===== src/rtl/ram_frame_tx.sv =====
// Frame serializer: streams len bytes from the frame RAM onto o_tx, MSB-first, no gaps.
// Define MANCHESTER_EN for IEEE 802.3 Manchester line coding; NRZ otherwise.
module ram_frame_tx #(
  parameter int ADDR_WIDTH   = 7,
  parameter int CLKS_PER_BIT = 16
) (
  input  logic                  clk,
  input  logic                  rst_n,
  input  logic                  i_start,
  input  logic [ADDR_WIDTH:0]   i_len,
  output logic [ADDR_WIDTH-1:0] o_r_addr,
  input  logic [7:0]            i_r_byte,
  output logic                  o_tx,
  output logic                  o_busy,
  output logic                  o_done
);

  localparam int CW = (CLKS_PER_BIT > 1) ? $clog2(CLKS_PER_BIT) : 1;
  localparam logic [CW-1:0]       LAST_CLK = CW'(CLKS_PER_BIT - 1);
  localparam logic [CW-1:0]       HALF_CLK = CW'(CLKS_PER_BIT / 2);
  localparam logic [ADDR_WIDTH:0] MAX_LEN  = {1'b1, {ADDR_WIDTH{1'b0}}};

  typedef enum logic [1:0] {IDLE, FETCH, LOAD, SHIFT} state_t;

  state_t                state_reg, state_next;
  logic [ADDR_WIDTH-1:0] addr_reg, addr_next;
  logic [ADDR_WIDTH:0]   len_reg, len_next;
  logic [ADDR_WIDTH:0]   byte_cnt_reg, byte_cnt_next;
  logic [2:0]            bit_cnt_reg, bit_cnt_next;
  logic [CW-1:0]         clk_cnt_reg, clk_cnt_next;
  logic [7:0]            shift_reg, shift_next;
  logic                  tx_reg, tx_next;
  logic                  busy_reg, busy_next;
  logic                  done_reg, done_next;
  logic                  line_bit;

  always_ff @(posedge clk or negedge rst_n) begin
    if (!rst_n) begin
      state_reg    <= IDLE;
      addr_reg     <= '0;
      len_reg      <= '0;
      byte_cnt_reg <= '0;
      bit_cnt_reg  <= '0;
      clk_cnt_reg  <= '0;
      shift_reg    <= '0;
      tx_reg       <= 1'b0;
      busy_reg     <= 1'b0;
      done_reg     <= 1'b0;
    end else begin
      state_reg    <= state_next;
      addr_reg     <= addr_next;
      len_reg      <= len_next;
      byte_cnt_reg <= byte_cnt_next;
      bit_cnt_reg  <= bit_cnt_next;
      clk_cnt_reg  <= clk_cnt_next;
      shift_reg    <= shift_next;
      tx_reg       <= tx_next;
      busy_reg     <= busy_next;
      done_reg     <= done_next;
    end
  end

  always_comb begin
    state_next    = state_reg;
    addr_next     = addr_reg;
    len_next      = len_reg;
    byte_cnt_next = byte_cnt_reg;
    bit_cnt_next  = bit_cnt_reg;
    clk_cnt_next  = clk_cnt_reg;
    shift_next    = shift_reg;
    busy_next     = busy_reg;
    done_next     = 1'b0;
    tx_next       = 1'b0;
    line_bit      = 1'b0;

    case (state_reg)
      IDLE: begin
        if (i_start) begin
          if (i_len == '0) begin
            done_next = 1'b1;
          end else begin
            len_next   = (i_len > MAX_LEN) ? MAX_LEN : i_len;
            addr_next  = '0;
            busy_next  = 1'b1;
            state_next = FETCH;
          end
        end
      end
      FETCH: state_next = LOAD;
      LOAD: begin
        shift_next    = i_r_byte;
        addr_next     = addr_reg + 1'b1;
        byte_cnt_next = {{ADDR_WIDTH{1'b0}}, 1'b1};
        bit_cnt_next  = '0;
        clk_cnt_next  = '0;
        state_next    = SHIFT;
      end
      SHIFT: begin
        if (clk_cnt_reg == LAST_CLK) begin
          clk_cnt_next = '0;
          if (bit_cnt_reg == 3'd7) begin
            bit_cnt_next = '0;
            // Next byte was addressed a whole byte time ago, so i_r_byte is settled.
            if (byte_cnt_reg < len_reg) begin
              shift_next    = i_r_byte;
              addr_next     = addr_reg + 1'b1;
              byte_cnt_next = byte_cnt_reg + 1'b1;
            end else begin
              shift_next = '0;
              busy_next  = 1'b0;
              done_next  = 1'b1;
              state_next = IDLE;
            end
          end else begin
            shift_next   = {shift_reg[6:0], 1'b0};
            bit_cnt_next = bit_cnt_reg + 3'd1;
          end
        end else begin
          clk_cnt_next = clk_cnt_reg + 1'b1;
        end
      end
      default: state_next = IDLE;
    endcase

    // Line level is registered from the next-state values so o_tx is glitch-free.
`ifdef MANCHESTER_EN
    line_bit = shift_next[7] ^ (clk_cnt_next < HALF_CLK);
`else
    line_bit = shift_next[7];
`endif
    if (state_next == SHIFT)
      tx_next = line_bit;
  end

  assign o_r_addr = addr_reg;
  assign o_tx     = tx_reg;
  assign o_busy   = busy_reg;
  assign o_done   = done_reg;

endmodule


===== config.mk =====
export PLATFORM = sky130hd
export DESIGN_NAME = ram_frame_tx
export DESIGN_NICKNAME = d
export VERILOG_FILES = /design/src/rtl/ram_frame_tx.sv
export SDC_FILE = /design/constraint.sdc
export NUM_CORES = 1
export LEC_CHECK = 0
export BUFFER_PORTS_ARGS = -buffer_cell sky130_fd_sc_hd__clkbuf_2
export CAP_MARGIN = 0
export CORE_MARGIN = 2
export CORE_UTILIZATION = 31
export DETAILED_ROUTE_END_ITERATION = 7
export GPL_ROUTABILITY_DRIVEN = 0
export SYNTH_ARGS = -nofsm -noshare
export SYNTH_HDL_FRONTEND = slang
export SYNTH_SLANG_ARGS = --single-unit

===== constraint.sdc =====
create_clock -name clk -period 3 [get_ports clk]
set_input_delay 0.45 -clock clk [delete_from_list [all_inputs] [get_ports clk]]
set_output_delay 0.45 -clock clk [all_outputs]
set_load 0.01 [all_outputs]

* Word level (Yosys, flattened, before mapping)
Cells that the tools add are included.
Storage, ports and cells: register bits 43, bits in latches 0, memory bits (writable) 0, bits in read-only memories 0, input port bits 19, output and inout bits 10, memories 0
Operators by class: $add $sub $neg 4, multiply operators 0, div/mod/pow operators 0, magnitude comparators 2, equal/unequal tests 12, shifts and indexed selects 0, mux-type cells 39, bitwise operators 1, reductions and logical operators 10
Operators by type and width (number):
- two-way mux 8 bit | 7
- two-way mux 7 bit | 5
- one-hot mux 8 bit (2 select lines) | 2
- one-hot mux 7 bit (3 select lines) | 1
- inequality test 2 bit (second input constant) | 6
- AND reduction 6 bit | 2
- two-way mux 1 bit | 11
- two-way mux 2 bit | 5
- adder 8 x 1 -> 8 bit (second input constant) | 1
- > comparator 8 bit (second input constant) | 1
- zero test 8 bit | 1
- < comparator 8 bit | 1
- one-hot mux 2 bit (4 select lines) | 1
- one-hot mux 4 bit (2 select lines) | 1
- adder 7 x 1 -> 7 bit (second input constant) | 1
- == test 2 bit (second input constant) | 3
- two-way mux 3 bit | 2
- one-hot mux 3 bit (2 select lines) | 1
- adder 4 x 1 -> 4 bit (second input constant) | 1
- == test 4 bit (second input constant) | 1
- two-way mux 4 bit | 1
- one-hot mux 1 bit (2 select lines) | 2
- AND reduction 4 bit | 1
- nonzero test 2 bit | 2
- other kinds (8) | 8

* Depth between registers and ports, before layout
Gate-level depths: netlist (run 1).
word-level depth 7, gate-level depth with buffers 9

* Least setup slack after synthesis (run 1)
No wires, ideal clock.
kind reg-to-reg, start register byte_cnt_reg[7], end register addr_reg[5] (netlist: o_r_addr[5]), setup time 0.080 ns, data arrival time 2.231 ns, required time 2.920 ns, path slack 0.690 ns, stages on the path, launching flop included 8, path buffers 0, cells stage by stage dfrtp_1 > ha_1 > and2_1 > a221oi_2 > o211ai_1 > a31o_1 > or4_1 > a21oi_1
On the way: word-level cells in the longest chain between the ends 3
RTL lines:
- from (decl) | RTL line 28 | logic [ADDR_WIDTH:0] byte_cnt_reg, byte_cnt_next;
- from (signal assigned) | RTL line 53 | byte_cnt_reg <= byte_cnt_next;
- < comparator 8 bit | RTL line 104 | if (byte_cnt_reg < len_reg) begin
- inequality test 2 bit (no line)
- AND reduction 6 bit (no line)
- to (signal assigned) | RTL line 51 | addr_reg <= addr_next;
- to (decl) | RTL line 26 | logic [ADDR_WIDTH-1:0] addr_reg, addr_next;
Every way passes these cells. A chain may end at the register's enable or synchronous reset.

* Worst setup path in the final report (run 1)
start register byte_cnt_reg[7], end register addr_reg[6] (netlist: o_r_addr[6])
The elaborated chain is that of the path after synthesis.

==> results by group, run 1 <==
Outcome
  • Outcome: finished clean

Timing
  • Slew @ Worst Pin: ~640 ps
  • RSZ-0062 raised after global routing: no
  • Tcrit/Tclk final: 0.8752
  • Max-slew violation count: 0
  • Slew HR: 0.5696
  • Setup Viol. Count Final: 0
  • Final hold viol count: 0
  • Setup tns final: 0 ps
  • Highest Clock Rate: 0.3809 GHz
  • Clk_skew: around 5.7 ps
  • Min Tclk post-route: 2626 ps

Die
  • Core area: 0.007647 mm2
  • Die Span Y: 92.38 um
  • Io pins: 29
  • Die X: 92.38 um
  • # rows: 32
  • Initial Util: 0.3166
  • Die area: 0.008533 mm2

Critical path
  • CP max FO: 14
  • Number of cells on the worst reg-to-reg path: 7
  • WP buf/inv: 0
  • Worst R2R End: o_r_addr[6]
  • Instance count on the critical path: 7
  • CP endpoint: o_r_addr[6]
  • R2R Path Start: byte_cnt_reg[7]
  • Crit. Startpoint: byte_cnt_reg[7]
  • WP data arrival: 2850 ps
  • Critical Path RT: 3230 ps
  • Crit path launch type: register
  • Crit path max-delay family: compound AO/OA/AOI/OAI gates
  • Crit-path cells: ha_1, and2_1, a221oi_2, o211ai_1, a31o_1, or4_1, a21oi_1
  • Setup CP Type: reg -> reg
  • Worst Setup End Kind: register
  • CP max-delay cell: or4_1
  • CP max stage delay: 550 ps
  • Flop-to-flop setup slack: 370 ps

Finish
  • # nets final: 313
  • Share of cells above drive strength 1: 0.2014
  • Synthesis-to-finish area growth: 15.66%
  • # diodes: 0

CTS
  • CTS clk-pin slew, worst paths: 80 ps
  • CTS tree: built
  • CTS H-Tree Depth: 2
  • Root buffer selected by CTS: clkbuf_8
  • Post-CTS Setup Bufs: 0
  • CTS Hold Buffers Added: 0
  • Clk sinks: 43
  • CTS Buffer Depth: 2
  • Post-cts resize count: 0
  • Clk_lat worst skew: 300 ps
  • CTS Buf Count: 5

Pwr
  • Pwr Density: 369.3 mW/mm2
  • Internal power: 810.6 uW
  • Total power: 1.034 mW
  • Part of the power in registers: 0.566
  • Switch share: 0.2160
  • NetSw: 223.4 uW
  • Maximum VDD drop: approximately 130 uV
  • Comb pwr share: 0.040
  • Clock power frac: 0.394
  • P_leak: 1.306 nW

Synth
  • Unique cell type count in the Yosys netlist: 48
  • #FFs+latches synth: 43
  • Largest family of logic cells by synthesized area: compound AO/OA/AOI/OAI gates
  • Cell count after synthesis: 241
  • Post-Syn Area: 0.002421 mm2
  • Post-Synthesis Net Count: around 280
  • Area share of the largest cell type after synthesis: 0.4444
  • Synth Area in Compound Gates: 0.2222
  • Multiplexer area fraction after synthesis: 0.02636
  • Syn_area_per_cell: 10.05 um2
  • Ys Warns: 0
  • Top FF cell, synth: dfrtp_1
  • Top-count cell post-synth: dfrtp_1
  • XOR/XNOR Fraction of Synth Area: 0.01809
  • Post-synthesis sequential area ratio: 0.4444
  • Synth area leaders: dfrtp_1 (44%), ha_1 (8.8%), o21ai_0 (4.5%), a22o_1 (4.3%), nand2_1 (4.2%)
  • Synthesized-area fraction occupied by adder cells: 0.08786
  • Synth Area in Simple Gates: 0.1607
  • Post-synth ARST share: 1.000
  • Commonest cells in the netlist: dfrtp_1 (43), nand2_1 (27), o21ai_0 (22)
  • Area leader, netlist: dfrtp_1
  • Post-synth EDFFs: 0

GRT
  • Vias in the first global route: 1,858
  • Initial antenna violation count: 0
  • Total grt overflow: 0
  • GRT Util Overall: 0.1301
  • First-pass GRT wire length: 8797 um
  • Largest net degree at the start of global routing: 29

Min path
  • Hold Path Class: in -> async

Placed design
  • Detailed Place HPWL: 3808 um
  • I/O Buffers: 28

Detailed routing
  • Detail Route Antenna Nets: 0
  • Drt total wl: between 5000 and 6000 um
  • Vias per cell: 5.021
  • TritonRoute pass-1 iters: 4
  • Initial DRC count: 70
  • Via count: 1,908
  • Drt drc: 0
  • Routed len/inst: 13.36 um

Job
  • Max Cap Viol: 0
stage by stage:
stage,hold slack [ps],instance area (um2),util,std cells,worst slack (ps)
floorplan,154.4,2421,-,241,689.7
global placement,405.7,2700,0.3531,372,489.6
detailed placement,407.3,2700,0.3531,372,395.1
CTS,75.37,2800,0.3662,380,368.3
global route,96.10,2800,0.3662,380,215.3
finish,59.35,2800,0.3662,380,374.4
cell usage in the layout (no fill, tap or decap), drive strengths merged, types with 3 or more instances in the layout:
cell type  count
o21ai         23
nand4          3
mux2i          3
or4            6
nand2         27
nand2b        10
a21o           5
mux2           3
a22o          13
buf            7
clkbuf        36
inv           15
a21oi         13
nor2           7
a22oi          3
xor2           3
a221o          3
ha            17
nand3          8
dfrtp         43
or3            4
and3           3
worst reg2reg max path, stage by stage, from the launching register on:
cell	delay (ps)
dfrtp_1	410
ha_1	320
and2_1	200
a221oi_2	350
o211ai_1	180
a31o_1	380
or4_1	550
a21oi_1	150
power groups by stage:
| stage | clock, mW | sequential [mW] | combinational (mW) |
|---|---|---|---|
| 6_report | 0.408 | 0.585 | 0.0414 |
| 5_1_grt | 0.445 | 0.585 | 0.0484 |
| 4_1_cts | 0.419 | 0.585 | 0.0436 |
| 3_5_place_dp | 0 | 0.597 | 0.0435 |
| 3_3_place_gp | 0 | 0.597 | 0.0431 |
| 2_1_floorplan | 0 | 0.597 | 0.0118 |
logic make-up after synthesis:
logic type | count (synthesis)
AOI/OAI and AO/OA | 76
adders and majority gates | 17
buffers and inverters | 21
and+or+nand+nor | 73
muxes | 6
DFF | 43
xor gates and xnor gates | 5
worst min-delay path by stage:
stage / from / endpoint / slack, ps / cells after the start
6_report: rst_n / shift_reg[2] / 60 / 1
5_1_grt: rst_n / shift_reg[4] / 100 / 1
4_1_cts: rst_n / shift_reg[5] / 80 / 1
3_5_place_dp: rst_n / shift_reg[2] / 410 / 1
3_3_place_gp: rst_n / shift_reg[2] / 410 / 1
2_1_floorplan: rst_n / bit_cnt_reg[0] / 150 / 0
per-layer routing:
layer / routed length, um / vias up / global-route usage
li1: - / 956 / -
met2: 2318 / 35 / 0.2013
met3: 183 / 9 / 0.02522
met5: 0 / - / 0
met1: 2480 / 908 / 0.1771
met4: 93 / 0 / 0.05721
cell type report:
type,count,area [um2]
Clock buffer,8,100.1
Fill cell,785,4847
Multi-Input combinational cell,177,1247
Sequential cell,43,1076
Tap cell,102,127.6
Inverter,15,56.30
Timing Repair Buffer,35,192.7
No activity file was read; power rests on OpenSTA's default activity.
==> inputs of run 2 (changes only) <==
CTS_CLUSTER_DIAMETER = 60   (was not set)
RECOVER_POWER = 100   (was not set)
==> run 2 against run 1 <==
Net effect: the flow now finishes with violations (max-capacitance violations, max-slew violations); critical endpoint unchanged; power decreased by 0.27%; final area decreased by 1.6%; critical path depth unchanged; sequential cell count unchanged; wire length increased by 0.75%; register-to-register slack got worse by 20 ps; setup slack got worse by 23 ps; die area unchanged; first-iteration DRC count increased by 7.1%.
==> results by group, run 2 (same netlist as run 1, synthesis figures left out) <==
Finish
  • Final std cell area, no fill: 0.002756 mm2
  • Commonest non-fill, non-tap cell in the layout: dfrtp_1
  • # nets final: around 310
  • Most frequent cells in the layout: dfrtp_1 (43), nand2_1 (27), o21ai_0 (23), ha_1 (17), clkbuf_1 (17)
  • # diodes: 0
  • Share of cells above drive strength 1: 0.1331
  • Synthesis-to-finish area growth: 13.85%

Die
  • # rows: 32
  • Io pins: 29
  • Core area: 0.007647 mm2
  • Initial Util: 0.3166
  • Die X: between 90 and 100 um
  • Die area: 0.008533 mm2
  • Die Span Y: 92.38 um

Detailed routing
  • TritonRoute pass-1 iters: 4
  • Routed len/inst: about 13 um
  • Drt drc: 0
  • Via count: 1,903
  • Vias per cell: 5.008
  • Detail Route Antenna Nets: 0
  • Initial DRC count: 75
  • Drt total wl: 5114 um

GRT
  • GRT met3 Usage: 0.02522
  • Met2 Use GR: 0.2013
  • Grt met1 use: 0.1771
  • GRT Util Overall: 0.1301
  • Largest net degree at the start of global routing: 29
  • Vias in the first global route: approximately 1,900
  • Total grt overflow: 0
  • First-pass GRT wire length: 8797 um
  • Grt peak-use layer: met2
  • Initial antenna violation count: 0

CTS
  • Root buffer selected by CTS: clkbuf_8
  • CTS Buffer Depth: 2
  • Clk_lat worst skew: 300 ps
  • CTS Buf Count: 5
  • Clk sinks: 43
  • CTS Hold Buffers Added: 0
  • CTS H-Tree Depth: 2
  • Post-cts resize count: 0
  • CTS tree: built
  • Post-CTS Setup Bufs: 0
  • CTS clk-pin slew, worst paths: around 80 ps

Critical path
  • WP data arrival: between 2000 and 3000 ps
  • Number of cells on the worst reg-to-reg path: 7
  • Worst R2R End: o_r_addr[6]
  • Flop-to-flop setup slack: 350 ps
  • CP max-delay cell: or4_1
  • Critical Path RT: 3230 ps
  • CP max FO: 14
  • CP max stage delay: 550 ps
  • Setup CP Type: reg -> reg
  • Worst Setup End Kind: register
  • Crit-path cells: ha_1, and2_0, a221oi_2, o211ai_1, a31o_1, or4_1, a21oi_1
  • Crit path launch type: register
  • R2R Path Start: byte_cnt_reg[7]

Timing
  • Clk_skew: 4.761 ps
  • Slew HR: -0.04985
  • Fin Hold WS: 235.4 ps
  • Slew @ Worst Pin: 1575 ps
  • Final hold viol count: 0
  • Tcrit/Tclk final: 0.8828
  • Highest Clock Rate: 0.3776 GHz
  • Setup Viol. Count Final: 0
  • Setup tns final: 0 ps
  • Min Tclk post-route: approximately 2600 ps
  • Max-slew violation count: 29
  • RSZ-0062 raised after global routing: no

Outcome
  • Violations in the final reports: max-capacitance violations, max-slew violations
  • Outcome: finished with violations

Job
  • Max Cap Viol: 1

Placed design
  • Detailed Place HPWL: 3808 um
  • Placement-stage cell area: 0.002700 mm2
  • I/O Buffers: 28

Pwr
  • Total power: about 1.0 mW
  • Pwr Density: 374.1 mW/mm2
  • Maximum VDD drop: approximately 130 uV
  • P_leak: 1.267 nW

Min path
  • Hold Path Class: in -> async
[run 2: stage by stage]
stage	cells	utilization	setup WS, ps
2_1_floorplan	241	-	689.7
3_3_place_gp	372	0.3531	489.6
3_5_place_dp	372	0.3531	395.1
4_1_cts	380	0.3662	368.3
5_1_grt	380	0.3604	148.8
6_report	380	0.3604	351.6
[run 2: critical path: cells and delay by family (launching register included)]
| kind | cells | cell delay [ps] |
|---|---|---|
| flops | 1 | 410 |
| compound gates | 4 | 1070 |
| fa+ha+maj | 1 | 330 |
| simple gates | 2 | 760 |
[run 2: layer usage]
| layer | wire, um | vias to the layer above | share of wire |
|---|---|---|---|
| li1 | - | 955 | - |
| met4 | 93 | 0 | 0.018 |
| met1 | 2557 | 916 | 0.50 |
| met2 | 2324 | 23 | 0.45 |
| met5 | 0 | - | 0 |
| met3 | 139 | 9 | 0.027 |
[run 2: layout make-up]
| type | instances | area (um2) |
|---|---|---|
| clock buffer | 8 | 100.1 |
| timing repair buffer | 35 | 162.7 |
| inverter | 15 | 56.30 |
| fill | 793 | 4891 |
| multi-input combinational | 177 | 1234 |
| tap | 102 | 127.6 |
| sequential | 43 | 1076 |
[run 2: report_power, final]
| part | internal, mW | total [mW] | switching, mW | leakage, nW |
|---|---|---|---|---|
| Combinational | 0.0157 | 0.0390 | 0.0233 | 0.660 |
| Clock | 0.210 | 0.407 | 0.197 | 0.0515 |
| Sequential | 0.583 | 0.585 | 0.00180 | 0.556 |
| Total | 0.809 | 1.03 | 0.222 | 1.27 |
[run 2: worst max-delay path by stage]
stage / end / depth (start not counted) / startpoint
after floorplan: o_r_addr[5] / 7 / byte_cnt_reg[7]
after CTS: o_r_addr[6] / 7 / byte_cnt_reg[7]
after detailed placement: o_r_addr[5] / 7 / byte_cnt_reg[7]
after global routing: len_reg[5] / 7 / i_len[7]
after global placement: o_r_addr[5] / 7 / byte_cnt_reg[7]
final: o_r_addr[6] / 7 / byte_cnt_reg[7]
